--- src/rtl/bus_mux_sched_pkg.sv ---
// Shared definitions for the bus_mux time-slot scheduler: FSM encoding,
// default mux pipeline depth and a width helper.
package bus_mux_sched_pkg;

    typedef enum logic {
        ST_IDLE = 1'b0,
        ST_HOLD = 1'b1
    } state_e;

    localparam int DEFAULT_MUX_LATENCY = 3;

    function automatic int clog2(input int value);
        int result;
        result = 0;
        while ((1 << result) < value) begin
            result++;
        end
        return result;
    endfunction

endpackage

--- src/rtl/bus_mux_sched_rr_arbiter.sv ---
// Combinational round-robin arbiter: the lowest index at or above the pointer
// wins, otherwise the lowest index below it (wrapping search order).
module bus_mux_sched_rr_arbiter #(
    parameter int NUM_INPUT = 8,
    parameter int SEL_BIT   = 3
) (
    input  logic [NUM_INPUT-1:0] req_i,
    input  logic [SEL_BIT-1:0]   ptr_i,
    output logic [NUM_INPUT-1:0] grant_o,
    output logic [SEL_BIT-1:0]   idx_o,
    output logic                 any_o
);

    logic                 hiFound;
    logic                 loFound;
    logic [SEL_BIT-1:0]   hiIdx;
    logic [SEL_BIT-1:0]   loIdx;

    // Descending scans so the last hit written is the lowest index in each half.
    always_comb begin
        hiFound = 1'b0;
        loFound = 1'b0;
        hiIdx   = '0;
        loIdx   = '0;
        for (int i = NUM_INPUT - 1; i >= 0; i--) begin
            if (req_i[i]) begin
                if (i >= int'(ptr_i)) begin
                    hiFound = 1'b1;
                    hiIdx   = SEL_BIT'(i);
                end else begin
                    loFound = 1'b1;
                    loIdx   = SEL_BIT'(i);
                end
            end
        end
    end

    always_comb begin
        any_o   = hiFound | loFound;
        idx_o   = hiFound ? hiIdx : loIdx;
        grant_o = any_o ? (NUM_INPUT'(1) << idx_o) : '0;
    end

endmodule

--- src/rtl/bus_mux_sched.sv ---
// Round-robin time-slot scheduler driving a bus_mux select, with a valid/source
// tag delayed to line up with data leaving the mux pipeline.
module bus_mux_sched
    import bus_mux_sched_pkg::*;
#(
    parameter int NUM_INPUT   = 8,
    parameter int SEL_BIT     = 3,
    parameter int DWELL_BIT   = 4,
    parameter int MUX_LATENCY = DEFAULT_MUX_LATENCY
) (
    input  logic                 clk,
    input  logic                 rst,
    input  logic                 enable_i,
    input  logic [NUM_INPUT-1:0] req_i,
    input  logic [DWELL_BIT-1:0] dwell_i,
    output logic [SEL_BIT-1:0]   sel_o,
    output logic [NUM_INPUT-1:0] grant_o,
    output logic                 busy_o,
    output logic                 out_valid_o,
    output logic [SEL_BIT-1:0]   out_src_o
);

    state_e                 state_q;
    logic [SEL_BIT-1:0]     sel_q;
    logic [NUM_INPUT-1:0]   grant_q;
    logic                   busy_q;
    logic [SEL_BIT-1:0]     ptr_q;
    logic [DWELL_BIT-1:0]   cnt_q;
    logic [DWELL_BIT-1:0]   len_q;
    logic [MUX_LATENCY-1:0] validPipe_q;
    logic [SEL_BIT-1:0]     srcPipe_q [MUX_LATENCY];

    logic [SEL_BIT-1:0]     nextPtr_d;
    logic [SEL_BIT-1:0]     arbPtr;
    logic [NUM_INPUT-1:0]   arbGrant;
    logic [SEL_BIT-1:0]     arbIdx;
    logic                   arbAny;
    logic [DWELL_BIT-1:0]   dwellLen;
    logic                   ownerReq;
    logic                   slotEnd;

    // While holding, arbitrate from owner+1 so a slot ending can hand over on the same edge.
    always_comb begin
        nextPtr_d = (sel_q == SEL_BIT'(NUM_INPUT - 1)) ? '0 : sel_q + 1'b1;
        arbPtr    = (state_q == ST_HOLD) ? nextPtr_d : ptr_q;
        dwellLen  = (dwell_i == '0) ? DWELL_BIT'(1) : dwell_i;
        ownerReq  = |(grant_q & req_i);
        slotEnd   = (cnt_q == len_q - 1'b1) || !ownerReq;
    end

    bus_mux_sched_rr_arbiter #(
        .NUM_INPUT (NUM_INPUT),
        .SEL_BIT   (SEL_BIT)
    ) u_arbiter (
        .req_i   (req_i),
        .ptr_i   (arbPtr),
        .grant_o (arbGrant),
        .idx_o   (arbIdx),
        .any_o   (arbAny)
    );

    always_ff @(posedge clk or posedge rst) begin
        if (rst) begin
            state_q <= ST_IDLE;
            sel_q   <= '0;
            grant_q <= '0;
            busy_q  <= 1'b0;
            ptr_q   <= '0;
            cnt_q   <= '0;
            len_q   <= '0;
        end else begin
            case (state_q)
                ST_IDLE: begin
                    if (enable_i && arbAny) begin
                        state_q <= ST_HOLD;
                        grant_q <= arbGrant;
                        sel_q   <= arbIdx;
                        busy_q  <= 1'b1;
                        cnt_q   <= '0;
                        len_q   <= dwellLen;
                    end
                end
                ST_HOLD: begin
                    if (slotEnd) begin
                        ptr_q <= nextPtr_d;
                        if (enable_i && arbAny) begin
                            grant_q <= arbGrant;
                            sel_q   <= arbIdx;
                            cnt_q   <= '0;
                            len_q   <= dwellLen;
                        end else begin
                            state_q <= ST_IDLE;
                            grant_q <= '0;
                            busy_q  <= 1'b0;
                        end
                    end else begin
                        cnt_q <= cnt_q + 1'b1;
                    end
                end
                default: state_q <= ST_IDLE;
            endcase
        end
    end

    // Tag travels alongside the data through the mux pipeline.
    always_ff @(posedge clk or posedge rst) begin
        if (rst) begin
            validPipe_q <= '0;
            for (int i = 0; i < MUX_LATENCY; i++) begin
                srcPipe_q[i] <= '0;
            end
        end else begin
            validPipe_q[0] <= ownerReq;
            srcPipe_q[0]   <= sel_q;
            for (int i = 1; i < MUX_LATENCY; i++) begin
                validPipe_q[i] <= validPipe_q[i-1];
                srcPipe_q[i]   <= srcPipe_q[i-1];
            end
        end
    end

    assign sel_o       = sel_q;
    assign grant_o     = grant_q;
    assign busy_o      = busy_q;
    assign out_valid_o = validPipe_q[MUX_LATENCY-1];
    assign out_src_o   = srcPipe_q[MUX_LATENCY-1];

endmodule

--- config.mk ---
export PLATFORM = sky130hd
export DESIGN_NAME = bus_mux_sched
export DESIGN_NICKNAME = d
export VERILOG_FILES = /design/src/rtl/bus_mux_sched_pkg.sv /design/src/rtl/bus_mux_sched_rr_arbiter.sv /design/src/rtl/bus_mux_sched.sv
export SDC_FILE = /design/constraint.sdc
export NUM_CORES = 1
export LEC_CHECK = 0
export CORE_MARGIN = 2
export CORE_UTILIZATION = 63
export CTS_BUF_LIST = sky130_fd_sc_hd__clkbuf_16
export DETAILED_ROUTE_END_ITERATION = 7
export DONT_BUFFER_PORTS = 1
export PLACE_DENSITY = 0.79
export SKIP_LAST_GASP = 1
export SLEW_MARGIN = 5
export SYNTH_ARGS = -nofsm -noshare
export SYNTH_HDL_FRONTEND = slang
export SYNTH_HIERARCHICAL = 1
export SYNTH_SLANG_ARGS = --single-unit
--- constraint.sdc ---
create_clock -name clk -period 3.56 [get_ports clk]
set_input_delay 0.356 -clock clk [delete_from_list [all_inputs] [get_ports clk]]
set_output_delay 0.356 -clock clk [all_outputs]
set_load 0.01 [all_outputs]
# Yosys cells after proc, flatten, opt, wreduce, memory -nomap -nowiden
# Index checks and enable logic that the tools add are counted.
# op_classes
n_addsub	3
n_lt_le_gt_ge	7
n_eq_ne	5
shifts	1
n_mux	83
bitwise	3
reduce_logical	8
# ops
op	count
$mux 3	34
$mux 1	34
$mux 8	4
$mux 4	5
$pmux 4 s2	2
$pmux 8 s2	1
$ge 3x3->1 const A	3
$and 8x8->8	1
$reduce_or 8->1	1
$shl 1x3->8 const A	1
$ge 1x3->1 const A	2
$ge 2x3->1 const A	2
$pmux 3 s2	1
$add 4x1->4 const B	1
$eq 4x4->1	1
$logic_not 4->1	1
$ne 2x2->1 const B	2
$pmux 1 s2	2
$reduce_and 2->1	2
$sub 4x1->4 const B	1
$add 3x1->3 const B	1
$eq 3x3->1 const B	1
$reduce_and 3->1	1
$ne 2x1->1 const B	1
other kinds (5)	5
# word_totals
regBits	36
input_bits	15
output_inout_bits	16
wordCells	121

# Depth between registers and ports, before layout
# depth
depth_word	24
mapped_depth	14
ltp_nobuf	13

# Modules after synthesis
# Netlist, hierarchy kept.
# modules_own_cells
module	n_inst	cells_each	area_each_um2	seq_area_each_um2
bus_mux_sched	1	130	1610.3	900.9
bus_mux_sched_rr_arbiter	1	69	441.7	0.0

# Least setup slack after synthesis
# Ideal clock, no wire load.
# synth_path
path_type	flip-flop to flip-flop
startpoint	register sel_q[0], in the netlist sel_o[0]
endpoint	register grant_q[0], in the netlist grant_o[0]
setup_time_ps	66
t_arrival_ps	2777
required_ps	3494
path_slack_ps	717
path_stages_with_launch	15
n_path_buf	1
period_less_slack_ps	2843
cell_sequence	dfrtp_1 > ha_1 > ha_1 > nor2_1 > mux2_2 > buf_6 > nand3_1 > a21o_1 > o41a_1 > a22oi_2 > inv_2 > nor3_1 > nand2_1 > a21oi_1 > a221o_1
# synth_between
elab_chain_len	24
word_cells_on_any_way	78
cone_classes	add/sub: 1; order compare: 7; eq/ne: 2; shift: 1; mux: 64; bitwise: 1; reduce/logical: 2
# synth_lines
item	line	source
start: declaration	bus_mux_sched.sv:24	logic [SEL_BIT-1:0] sel_q;
start signal: assignment	bus_mux_sched.sv:77	sel_q <= arbIdx;
start signal: assignment	bus_mux_sched.sv:88	sel_q <= arbIdx;
$add 3x1->3 or $eq 3x3->1 (tied branches)	bus_mux_sched.sv:44	nextPtr_d = (sel_q == SEL_BIT'(NUM_INPUT - 1)) ? '0 : sel_q + 1'b1;
$mux 3 *	bus_mux_sched.sv:44	
$mux 3 *	bus_mux_sched.sv:45	arbPtr = (state_q == ST_HOLD) ? nextPtr_d : ptr_q;
via arbPtr[0]	bus_mux_sched.sv:34	logic [SEL_BIT-1:0] arbPtr;
$ge 3x3->1	bus_mux_sched_rr_arbiter.sv:27	if (i >= int'(ptr_i)) begin
$mux 3 or $mux 1 (tied branches)	bus_mux_sched_rr_arbiter.sv:27	
$mux 3 or $mux 1 (tied branches)	bus_mux_sched_rr_arbiter.sv:26	if (req_i[i]) begin
$mux 3 or $mux 1 (tied branches)	bus_mux_sched_rr_arbiter.sv:27	
(+11 left out)	-	
$mux 3 *	bus_mux_sched_rr_arbiter.sv:40	idx_o = hiFound ? hiIdx : loIdx;
via arbIdx[0]	bus_mux_sched.sv:36	logic [SEL_BIT-1:0] arbIdx;
$shl 1x3->8 *	bus_mux_sched_rr_arbiter.sv:41	grant_o = any_o ? (NUM_INPUT'(1) << idx_o) : '0;
$mux 8 *	bus_mux_sched_rr_arbiter.sv:41	
via arbGrant[0]	bus_mux_sched.sv:35	logic [NUM_INPUT-1:0] arbGrant;
$mux 8	bus_mux_sched.sv:86	if (enable_i && arbAny) begin
$mux 8	bus_mux_sched.sv:84	if (slotEnd) begin
$pmux 8 s2 *	bus_mux_sched.sv:72	case (state_q)
end signal: assignment	bus_mux_sched.sv:76	grant_q <= arbGrant;
end signal: assignment	bus_mux_sched.sv:87	grant_q <= arbGrant;
end: declaration	bus_mux_sched.sv:25	logic [NUM_INPUT-1:0] grant_q;
# The timed path passes the listed nets; every way through them passes the cells marked *. The select of a mux whose other input is x is not followed.
# A chain may end at the register's enable or synchronous reset.

# Worst setup path after layout
# Same ends and word-level chain as after synthesis.

==> impl_metrics.yaml <==
setup_path:
  path_class: "flip-flop to flip-flop"
  cp.required_ps: 3770
  arrival_ps: 3560
  path_max_fanout: 12
  worst_setup_path_start_kind: "flip-flop"
  end_kind: "flip-flop"
final_layout:
  final_cell_mix: "36 x dfrtp_1, 21 x nand2_1, 14 x a21oi_1, 9 x nor3_1"
  nets: 216
  final_common_cell: "dfrtp_1"
  postLayoutCoreUtil_pct: 73.4
  areaGrowthSynthToFinish_pct: 10.1
  seq_area_um2: 901
  antennaDiodeCount: 0
  drive_gt1_share_pct: 17.2
  multiInputGateArea_mm2: 0.00104
  n_fill_cell: 224
power:
  vdd.ir_drop.worst_v: 0.000528
  p_leak_nw: 0.996
  power_per_cell_area_mw_per_mm2: 1170
clock_network:
  cts.clk_slew.worst_paths_ps: 60
  clock_sinks: 36
  clk_latency_ps: 280
  cts-root-buf: "clkbuf_16"
  ctsHoldBuffers: 0
  cts_tree: "done"
  cts_inserted_buffers: 5
  clock_path_buffers: 2
  htree_levels: 2
synthesis:
  syn_avg_cell_area_um2: 10.3
  muxShareOfSynthArea_pct: 7.99
  synth_top_area_cell: "dfrtp_1"
  syn_nets: 218
  synth_edf_count: 0
  synthAdderAreaFrac_pct: 2.44
  synthCells: 199
  synth_xor_area_share_pct: 3.23
  synth.distinct_cells: 56
  synth_compound_area_share_pct: 19.1
  ys_warn_count: 6
  synth_ff_type: "dfrtp_1"
  synth_area_leaders: "dfrtp_1 44%, nand2_1 3.8%, mux2_4 3.7%, a21oi_1 3.4%, mux2_2 3.3%"
  yosys.area.top_type_share_pct: 43.9
  netlist_area_mm2: 0.00205
  async_reset_ff_share_pct: 100
  synth_top_family_by_area: "compound AO/OA/AOI/OAI gates"
  synth_simple_gate_area_share_pct: 17.6
  ys_seq_area_share_pct: 43.9
  synth-seq-cells: 36
global_routing:
  busiest_layer: "met2"
  grt_pass1_vias: 1544
  grt_use_total_pct: 27.9
  grt_antenna_before_repair: 0
  grt_max_degree: 30
  overflow: 0
  met2_usage_pct: 45.3
  grt_pass1_wl_um: 7480
  use_met3_pct: 9.45
  grtUsageMet1_pct: 33.3
detailed_routing:
  via_per_inst: 6.82
  vias: 1650
  drt_iter0_markers: 165
  drt_first_pass_iters: 6
  drc: 0
  wl_um: 4750
  final_antenna_net_count: 0
  wire_per_inst_um: 19.6
sta:
  worst_slew_pin_slew_ps: 1080
  fin_crit_sh_pct: 93.9
  period_needed_ps: 3340
  final-setup-viol-count: 0
  clock_skew_ps: 3.69
  final.setup.tns_ps: 0
  slew_viol_final: 0
  timing.fmax_ghz: 0.299
  worst_slew_margin_rel_pct: 27.9
  finalHoldViolCount: 0
  rsz0062_at_grt: "no"
placement:
  gp_congestion: 0.927
  port_buffers: 0
  dpl.hpwl_um: 3160
die:
  start_util_pct: 66.7
  coreArea_mm2: 0.00308
  die_h_um: 61.1
  rows: 20
  dieArea_mm2: 0.00373
  die_x_um: 61.1
  pin_count: 31
outcome:
  status: "complete, no violations"
min_path:
  holdCritPathClass: "input port to flip-flop"
job:
  max-cap-violations: 0
## stage by stage
stage / area (um2) / std cells / power [mW] / hold slack [ps] / worst slack, ps
after floorplan: 2050 / 199 / 1.79 / 331 / 717
after global placement: 2040 / 234 / 1.87 / 332 / 455
after detailed placement: 2040 / 234 / 1.93 / 337 / 371
after CTS: 2250 / 242 / 2.60 / 218 / 187
after global routing: 2260 / 242 / 2.79 / 211 / 52.9
final: 2260 / 242 / 2.63 / 226 / 216
## cell families (layout without fill, tap and decap cells)
| family | after synthesis | after routing |
|---|---|---|
| AOI/OAI and AO/OA | 54 | 54 |
| xor gates and xnor gates | 6 | 6 |
| adders and majority gates | 4 | 4 |
| buffers and inverters | 20 | 19 |
| DFF | 36 | 36 |
| muxes | 13 | 13 |
| and+or+nand+nor | 66 | 66 |
## cells in the mapped netlist (3+ instances only)
| library cell | number |
|---|---|
| buf_4 | 3 |
| a21oi_1 | 14 |
| xor2_1 | 3 |
| o21ai_0 | 7 |
| mux2_2 | 6 |
| nor3_1 | 10 |
| a221o_1 | 6 |
| clkbuf_1 | 3 |
| nand2_1 | 21 |
| mux2_4 | 5 |
| inv_1 | 8 |
| dfrtp_1 | 36 |
| nor2_1 | 8 |
| buf_6 | 4 |
| a22oi_1 | 4 |
| a211oi_1 | 4 |
| ha_1 | 4 |
| nand3_1 | 7 |
## flip-flops by register name, summed over array words and instances, names as in the netlist
| register | count |
|---|---|
| grant_o | 8 |
| srcPipe_q | 6 |
| cnt_q | 4 |
| len_q | 4 |
| out_src_o | 3 |
| ptr_q | 3 |
| sel_o | 3 |
| validPipe_q | 3 |
| busy_o | 1 |
| state_q | 1 |
## metal layers
| metal | share of wire (%) | wire length (um) |
|---|---|---|
| met4 | 4.1 | 197 |
| met3 | 9.2 | 435 |
| met2 | 49 | 2320 |
| met5 | 0 | 0 |
| met1 | 38 | 1800 |
## power breakdown
part / switching (mW) / leakage (nW) / internal, mW
Sequential: 0.160 / 0.448 / 0.582
Combinational: 0.735 / 0.445 / 0.515
Clock: 0.167 / 0.104 / 0.472
## area by class of cell
class                      instances  area share, %
multi-input combinational        143           46.0
tap                               44           2.44
clock buffer                       5           5.54
clock inverter                     3           3.99
inverter                           9           1.50
timing repair buffer               2          0.665
sequential                        36           39.9
## worst paths after layout
path	start	end	slack [ps]	cells after the start
worst max-delay path	sel_o[0]$_DFFE_PP0P_	grant_o[0]$_DFFE_PP0P_	220	13
worst min-delay path	dwell_i[3]	len_q[3]$_DFFE_PP0P_	230	1
worst max register to register	sel_o[0]$_DFFE_PP0P_	grant_o[0]$_DFFE_PP0P_	220	13
worst min register to register	srcPipe_q[8]$_DFF_PP0_	srcPipe_q[5]$_DFF_PP0_	350	0
max in group asynchronous	rst	grant_o[4]$_DFFE_PP0P_	2590	2
min in group asynchronous	rst	len_q[2]$_DFFE_PP0P_	240	1
## timing repair
action,4_1_cts,5_1_grt
gates resized for setup,0,1
endpoints found under the setup margin,0,1
setup buffers,0,0
## worst max-delay path: stages, from the launching register on
cell and delay (ps):
dfrtp_1 460, ha_1 240, ha_1 180, nor2_1 140
mux2_2 290, and2b_4 220, o21a_1 210, o41a_1 420
a22oi_2 320, inv_2 110, nor3_2 260, nand2_1 100
a21oi_1 190, a221o_1 140
(Power assumes the default switching activity.)
